===== src/rtl/mult_pkg.sv =====
// Shared types and helpers for the sequential shift-add multiplier.
package mult_pkg;

  typedef enum logic [1:0] {IDLE, BUSY, DONE} mult_state_t;

  function automatic int unsigned clog2(input int unsigned value);
    int unsigned r;
    r = 0;
    while ((64'd1 << r) < 64'(value)) begin
      r = r + 1;
    end
    return r;
  endfunction

endpackage


===== src/rtl/mult_step.sv =====
// One shift-add step: adds (or, on the signed final step, subtracts) the
// multiplicand shifted by the step index when the current multiplier bit is set.
module mult_step #(
  parameter int unsigned WIDTH  = 16,
  parameter int unsigned CW     = 3,
  parameter int unsigned SIGNED = 0
) (
  input  logic [WIDTH-1:0] acc,
  input  logic [WIDTH-1:0] mcand_ext,
  input  logic             b_lsb,
  input  logic [CW-1:0]    cnt,
  input  logic             last,
  output logic [WIDTH-1:0] acc_next
);

  logic [WIDTH-1:0] shifted;

  always_comb begin
    shifted  = mcand_ext << cnt;
    acc_next = acc;
    if (b_lsb) begin
      // Two's-complement multiplier: the top bit carries negative weight.
      if ((SIGNED != 0) && last) begin
        acc_next = acc - shifted;
      end else begin
        acc_next = acc + shifted;
      end
    end
  end

endmodule


===== src/rtl/seq_shift_add_multiplier.sv =====
// Iterative shift-add multiplier with valid/ready handshakes on both sides.
// Optional MULT_EARLY_TERM_EN ends the iteration once the remaining multiplier bits are zero.
module seq_shift_add_multiplier
  import mult_pkg::*;
#(
  parameter int unsigned WIDTH_A = 8,
  parameter int unsigned WIDTH_B = 8,
  parameter int unsigned SIGNED  = 0
) (
  input  logic                       clk,
  input  logic                       rst,
  input  logic                       in_valid,
  output logic                       in_ready,
  input  logic [WIDTH_A-1:0]         a,
  input  logic [WIDTH_B-1:0]         b,
  output logic                       out_valid,
  input  logic                       out_ready,
  output logic [WIDTH_A+WIDTH_B-1:0] z
);

  localparam int unsigned W  = WIDTH_A + WIDTH_B;
  localparam int unsigned CW = (clog2(WIDTH_B) < 1) ? 1 : clog2(WIDTH_B);

  mult_state_t        state_q, state_d;
  logic [WIDTH_A-1:0] mcand_q, mcand_d;
  logic [WIDTH_B-1:0] mplier_q, mplier_d;
  logic [W-1:0]       acc_q, acc_d;
  logic [W-1:0]       z_q, z_d;
  logic [CW-1:0]      cnt_q, cnt_d;

  logic [W-1:0]       mcand_ext;
  logic [W-1:0]       acc_step;
  logic               last;
  logic               finish;

  always_comb begin
    if (SIGNED != 0) begin
      mcand_ext = {{WIDTH_B{mcand_q[WIDTH_A-1]}}, mcand_q};
    end else begin
      mcand_ext = {{WIDTH_B{1'b0}}, mcand_q};
    end
  end

  assign last = (cnt_q == CW'(WIDTH_B - 1));

  mult_step #(
    .WIDTH  (W),
    .CW     (CW),
    .SIGNED (SIGNED)
  ) u_step (
    .acc       (acc_q),
    .mcand_ext (mcand_ext),
    .b_lsb     (mplier_q[0]),
    .cnt       (cnt_q),
    .last      (last),
    .acc_next  (acc_step)
  );

`ifdef MULT_EARLY_TERM_EN
  // Nothing left to add once the unconsumed multiplier bits are all zero.
  assign finish = last || (mplier_q[WIDTH_B-1:1] == '0);
`else
  assign finish = last;
`endif

  always_comb begin
    state_d  = state_q;
    mcand_d  = mcand_q;
    mplier_d = mplier_q;
    acc_d    = acc_q;
    cnt_d    = cnt_q;
    z_d      = z_q;
    unique case (state_q)
      IDLE: begin
        if (in_valid) begin
          mcand_d  = a;
          mplier_d = b;
          acc_d    = '0;
          cnt_d    = '0;
          state_d  = BUSY;
        end
      end
      BUSY: begin
        acc_d    = acc_step;
        mplier_d = mplier_q >> 1;
        cnt_d    = cnt_q + CW'(1);
        if (finish) begin
          z_d     = acc_step;
          cnt_d   = '0;
          state_d = DONE;
        end
      end
      DONE: begin
        if (out_ready) begin
          state_d = IDLE;
        end
      end
      default: state_d = IDLE;
    endcase
  end

  always_ff @(posedge clk or posedge rst) begin
    if (rst) begin
      state_q  <= IDLE;
      mcand_q  <= '0;
      mplier_q <= '0;
      acc_q    <= '0;
      cnt_q    <= '0;
      z_q      <= '0;
    end else begin
      state_q  <= state_d;
      mcand_q  <= mcand_d;
      mplier_q <= mplier_d;
      acc_q    <= acc_d;
      cnt_q    <= cnt_d;
      z_q      <= z_d;
    end
  end

  assign in_ready  = (state_q == IDLE);
  assign out_valid = (state_q == DONE);
  assign z         = z_q;

endmodule

===== config.mk =====
export PLATFORM = sky130hd
export DESIGN_NAME = seq_shift_add_multiplier
export DESIGN_NICKNAME = d
export VERILOG_FILES = /design/src/rtl/mult_pkg.sv /design/src/rtl/mult_step.sv /design/src/rtl/seq_shift_add_multiplier.sv
export SDC_FILE = /design/constraint.sdc
export NUM_CORES = 1
export LEC_CHECK = 0
export CAP_MARGIN = 0
export CELL_PAD_IN_SITES_DETAIL_PLACEMENT = 0
export CELL_PAD_IN_SITES_GLOBAL_PLACEMENT = 2
export CORE_MARGIN = 2
export CORE_UTILIZATION = 31
export DETAILED_ROUTE_END_ITERATION = 16
export PLACE_DENSITY_LB_ADDON = 0.1
export SYNTH_ARGS = -nofsm -noshare
export SYNTH_HDL_FRONTEND = slang
export SYNTH_SLANG_ARGS = --single-unit

===== constraint.sdc =====
create_clock -name clk -period 3.15 [get_ports clk]
set_input_delay 0.315 -clock clk [delete_from_list [all_inputs] [get_ports clk]]
set_output_delay 0.315 -clock clk [all_outputs]
set_load 0.02 [all_outputs]

==> impl_metrics.py <==
metrics = {
    "outcome": {
        "run_status": "complete, no violations",
    },
    "detailed_routing": {
        "total_via_count_after_detailed_routing": 2661,
        "drt_wl_total_mm": 8.18,
        "route.detailed.wl_per_inst_um": 15.2,
        "detail_route.first_pass.iterations": 4,
        "drtAntennaViolNets": 0,
        "drt_drc_violations_left": 0,
        "vias_per_cell": 4.95,
        "detailedRoute.firstIterationViolations": 107,
    },
    "floorplan": {
        "core.rowCount": 36,
        "design.core.area_um2": 9860,
        "floorplan.io_pins": 38,
        "floorplan.die_area_um2": 11100,
        "start_util_pct": 32.3,
        "die_height_um": 105,
        "die-width_um": 105,
    },
    "layout": {
        "multi_input_area_um2": 1760,
        "final.fill_count": 1005,
        "area_delta_synth_final_pct": 21.6,
        "diodes": 0,
        "drive_gt1_share_pct": 9.63,
        "nets": 442,
        "sequential_cell_area_um2": 1330,
    },
    "logic_synthesis": {
        "synth.net_count": 402,
        "synthTopCellsByCount": "sky130_fd_sc_hd__nand2_1 (82), sky130_fd_sc_hd__dfrtp_1 (53), sky130_fd_sc_hd__o21ai_0 (30)",
        "muxShareOfSynthArea_pct": 6.45,
        "post_synth_inst_count": 364,
        "postSynthAreaPerCell_um2": 8.74,
        "synth-main-ff-cell": "sky130_fd_sc_hd__dfrtp_1",
        "yosys.area.top_type_share_pct": 41.7,
        "async_reset_ff_share_pct": 100,
        "synthXorXnorAreaFrac_pct": 3.58,
        "fraction_of_the_yosys_area_taken_by_sequential_cells_pct": 41.7,
        "ys_types": 44,
        "synth_area_leaders": "sky130_fd_sc_hd__dfrtp_1 (42%), sky130_fd_sc_hd__nand2_1 (9.7%), sky130_fd_sc_hd__ha_1 (6.7%)",
        "synth_top_family_by_area": "compound AO/OA/AOI/OAI gates",
        "synth-compound-area-share_pct": 19.0,
        "synth.most_common_cell": "sky130_fd_sc_hd__nand2_1",
        "synth-simple-area-share_pct": 18.6,
        "synth_enable_flop_cells": 0,
        "yosys_warnings": 0,
        "netlist.top_cell.by_area": "sky130_fd_sc_hd__dfrtp_1",
        "ys_ff_latch": 53,
        "synth_area_um2": 3180,
        "yosys.area_share.adder_pct": 7.31,
    },
    "critical_path": {
        "crit_path_start_kind": "flip-flop",
        "r2r-start": "cnt_q[0]",
        "cell_count_of_the_worst_reg_to_reg_path": 12,
        "timing.reg2reg.setup_slack_ns": 0.21,
        "worst_r2r_endpoint": "acc_q[12]",
        "worst-endpoint-arrival_ns": 3.15,
        "worstPathMaxFanout": 8,
        "worst-endpoint-required_ns": 3.36,
        "criticalPathCategory": "flip-flop to flip-flop",
        "worstSetupEndpointType": "flip-flop",
    },
    "placed_design": {
        "gp_congestion": 0.821,
        "buffers_added_on_ports": 37,
        "dpl_hpwl_mm": 6.13,
    },
    "power_and_ir_drop": {
        "power.leakage_nw": 1.76,
        "p_per_area_nw_per_um2": 1240,
        "power.total_mw": 4.80,
        "vdd_drop_max_mv": 0.305,
    },
    "timing": {
        "clock.fmax_mhz": 340,
        "slew_headroom_pct": 46.4,
        "max_slew.worst_pin.slew_ns": 0.804,
        "final_setup_tns_ns": 0,
        "finalSetupViolCount": 0,
        "post-route-period-util_pct": 93.2,
        "grt_setup_unrepaired": "no",
        "minimum_hold_slack_ns": 0.366,
        "maxSlewViolCount": 0,
        "final_period_minus_worst_setup_slack_ns": 2.94,
        "hold_viol": 0,
        "setup_clock_skew_after_layout_ns": 0.0102,
    },
    "job": {
        "cap_violations": 0,
    },
    "global_route": {
        "grt_util_all_layers_pct": 15.4,
        "globalRoute.totalOverflow": 0,
        "antenna_found_initial": 0,
        "grt_first_pass_wirelength_mm": 13.6,
        "first_global_vias": 2577,
        "grt_start_max_net_pins": 29,
    },
    "clock_network": {
        "cts_max_level": 2,
        "cts.sinks": 53,
        "maximum_number_of_buffers_from_clock_root_to_sink": 2,
        "worst_setup_hold_path_clk_slew_ns": 0.10,
        "holdBufCountCts": 0,
        "root_buffer": "sky130_fd_sc_hd__clkbuf_8",
        "tritoncts.num_buffers": 5,
        "setup_repair_bufs_after_cts": 0,
        "clk-insertion-delay-late_ns": 0.32,
        "cts_tree": "built",
    },
    "min_path": {
        "classification_of_the_worst_slack_hold_path": "input pin to asynchronous set/reset pin",
    },
}
-- power by group --
group	leakage [nW]	internal [mW]	switching, mW	total (mW)
logic	1.05	1.38	1.76	3.14
registers	0.665	0.999	0.256	1.25
clock network	0.0439	0.154	0.247	0.401
total	1.76	2.53	2.26	4.80
-- state kept, by name, indices dropped and copies added, names as in the netlist --
register and cells:
acc_q 16, cnt_q 3, mcand_q 8, mplier_q 8
state_q 2, z 16
-- what timing repair did --
action | CTS | global route
setup endpoints to repair | 0 | 13
gates resized for setup | 0 | 7
endpoints found under the hold margin | 0 | 0
-- metal layers --
layer	vias up	global-route usage, %	wire [um]
li1	1357	-	-
met1	1250	21.6	4030
met2	46	25.2	3820
met3	8	2.23	257
met4	0	3.43	73
met5	-	0	0
-- cell usage in the layout, fill, tap and decap left out, types with 5 or more instances in the layout --
master | Yosys | final
sky130_fd_sc_hd__buf_4 | 0 | 17
sky130_fd_sc_hd__a31oi_1 | 10 | 10
sky130_fd_sc_hd__nand2_1 | 82 | 82
sky130_fd_sc_hd__xor2_1 | 5 | 5
sky130_fd_sc_hd__a21oi_1 | 20 | 20
sky130_fd_sc_hd__clkdlybuf4s50_1 | 0 | 37
sky130_fd_sc_hd__clkbuf_8 | 0 | 5
sky130_fd_sc_hd__dfrtp_1 | 53 | 52
sky130_fd_sc_hd__ha_1 | 17 | 16
sky130_fd_sc_hd__a22o_1 | 9 | 9
sky130_fd_sc_hd__xnor2_1 | 8 | 8
sky130_fd_sc_hd__o21ai_1 | 4 | 6
sky130_fd_sc_hd__nor2_1 | 20 | 20
sky130_fd_sc_hd__mux2i_1 | 16 | 15
sky130_fd_sc_hd__nand3_1 | 9 | 9
sky130_fd_sc_hd__o21ai_0 | 30 | 28
sky130_fd_sc_hd__inv_1 | 7 | 6
-- cells by family (layout without fill, tap and decap cells) --
logic type,after synthesis,after routing
simple gates,136,136
compound gates,96,96
flops,53,53
buf+inv,28,69
mux,20,20
fa+ha+maj,18,18
xor+xnor,13,13
-- layout make-up --
type	instances	area share [%]
timing repair buffer	54	12.9
clock buffer	5	1.78
tap	133	4.30
multi-input combinational	283	45.6
clock inverter	3	0.453
sequential	53	34.3
inverter	7	0.679
-- metrics by stage --
stage / utilization (%) / cell area (um2) / worst slack (ns) / std cells
after floorplan: - / 3180 / 0.0523 / 364
after global placement: 38.2 / 3760 / 0.109 / 530
after detailed placement: 38.2 / 3760 / 0.0805 / 530
after CTS: 39.0 / 3850 / 0.0583 / 538
after global routing: 39.2 / 3870 / 0.0103 / 538
final: 39.2 / 3870 / 0.213 / 538
-- how the worst max path moves through the flow --
stage,startpoint,end,slack (ns)
5_1_grt,cnt_q[0],acc_q[13],0.01
3_3_place_gp,cnt_q[0],z[12],0.11
2_1_floorplan,cnt_q[0],acc_q[14],0.05
3_5_place_dp,cnt_q[0],acc_q[12],0.08
6_report,cnt_q[0],acc_q[12],0.21
4_1_cts,cnt_q[0],acc_q[12],0.06
-- worst max-delay path, stage by stage, from the launching register on --
cell and delay [ns]:
sky130_fd_sc_hd__dfrtp_2 0.47, sky130_fd_sc_hd__buf_4 0.17, sky130_fd_sc_hd__mux2i_2 0.27, sky130_fd_sc_hd__mux2_2 0.21
sky130_fd_sc_hd__nor2_1 0.06, sky130_fd_sc_hd__ha_1 0.39, sky130_fd_sc_hd__and3_1 0.20, sky130_fd_sc_hd__a221oi_2 0.07
sky130_fd_sc_hd__buf_4 0.16, sky130_fd_sc_hd__or4_1 0.47, sky130_fd_sc_hd__nand3_1 0.11, sky130_fd_sc_hd__xnor2_1 0.15
sky130_fd_sc_hd__o21ai_1 0.10
Note: power is estimated with default switching activity, not from simulation.
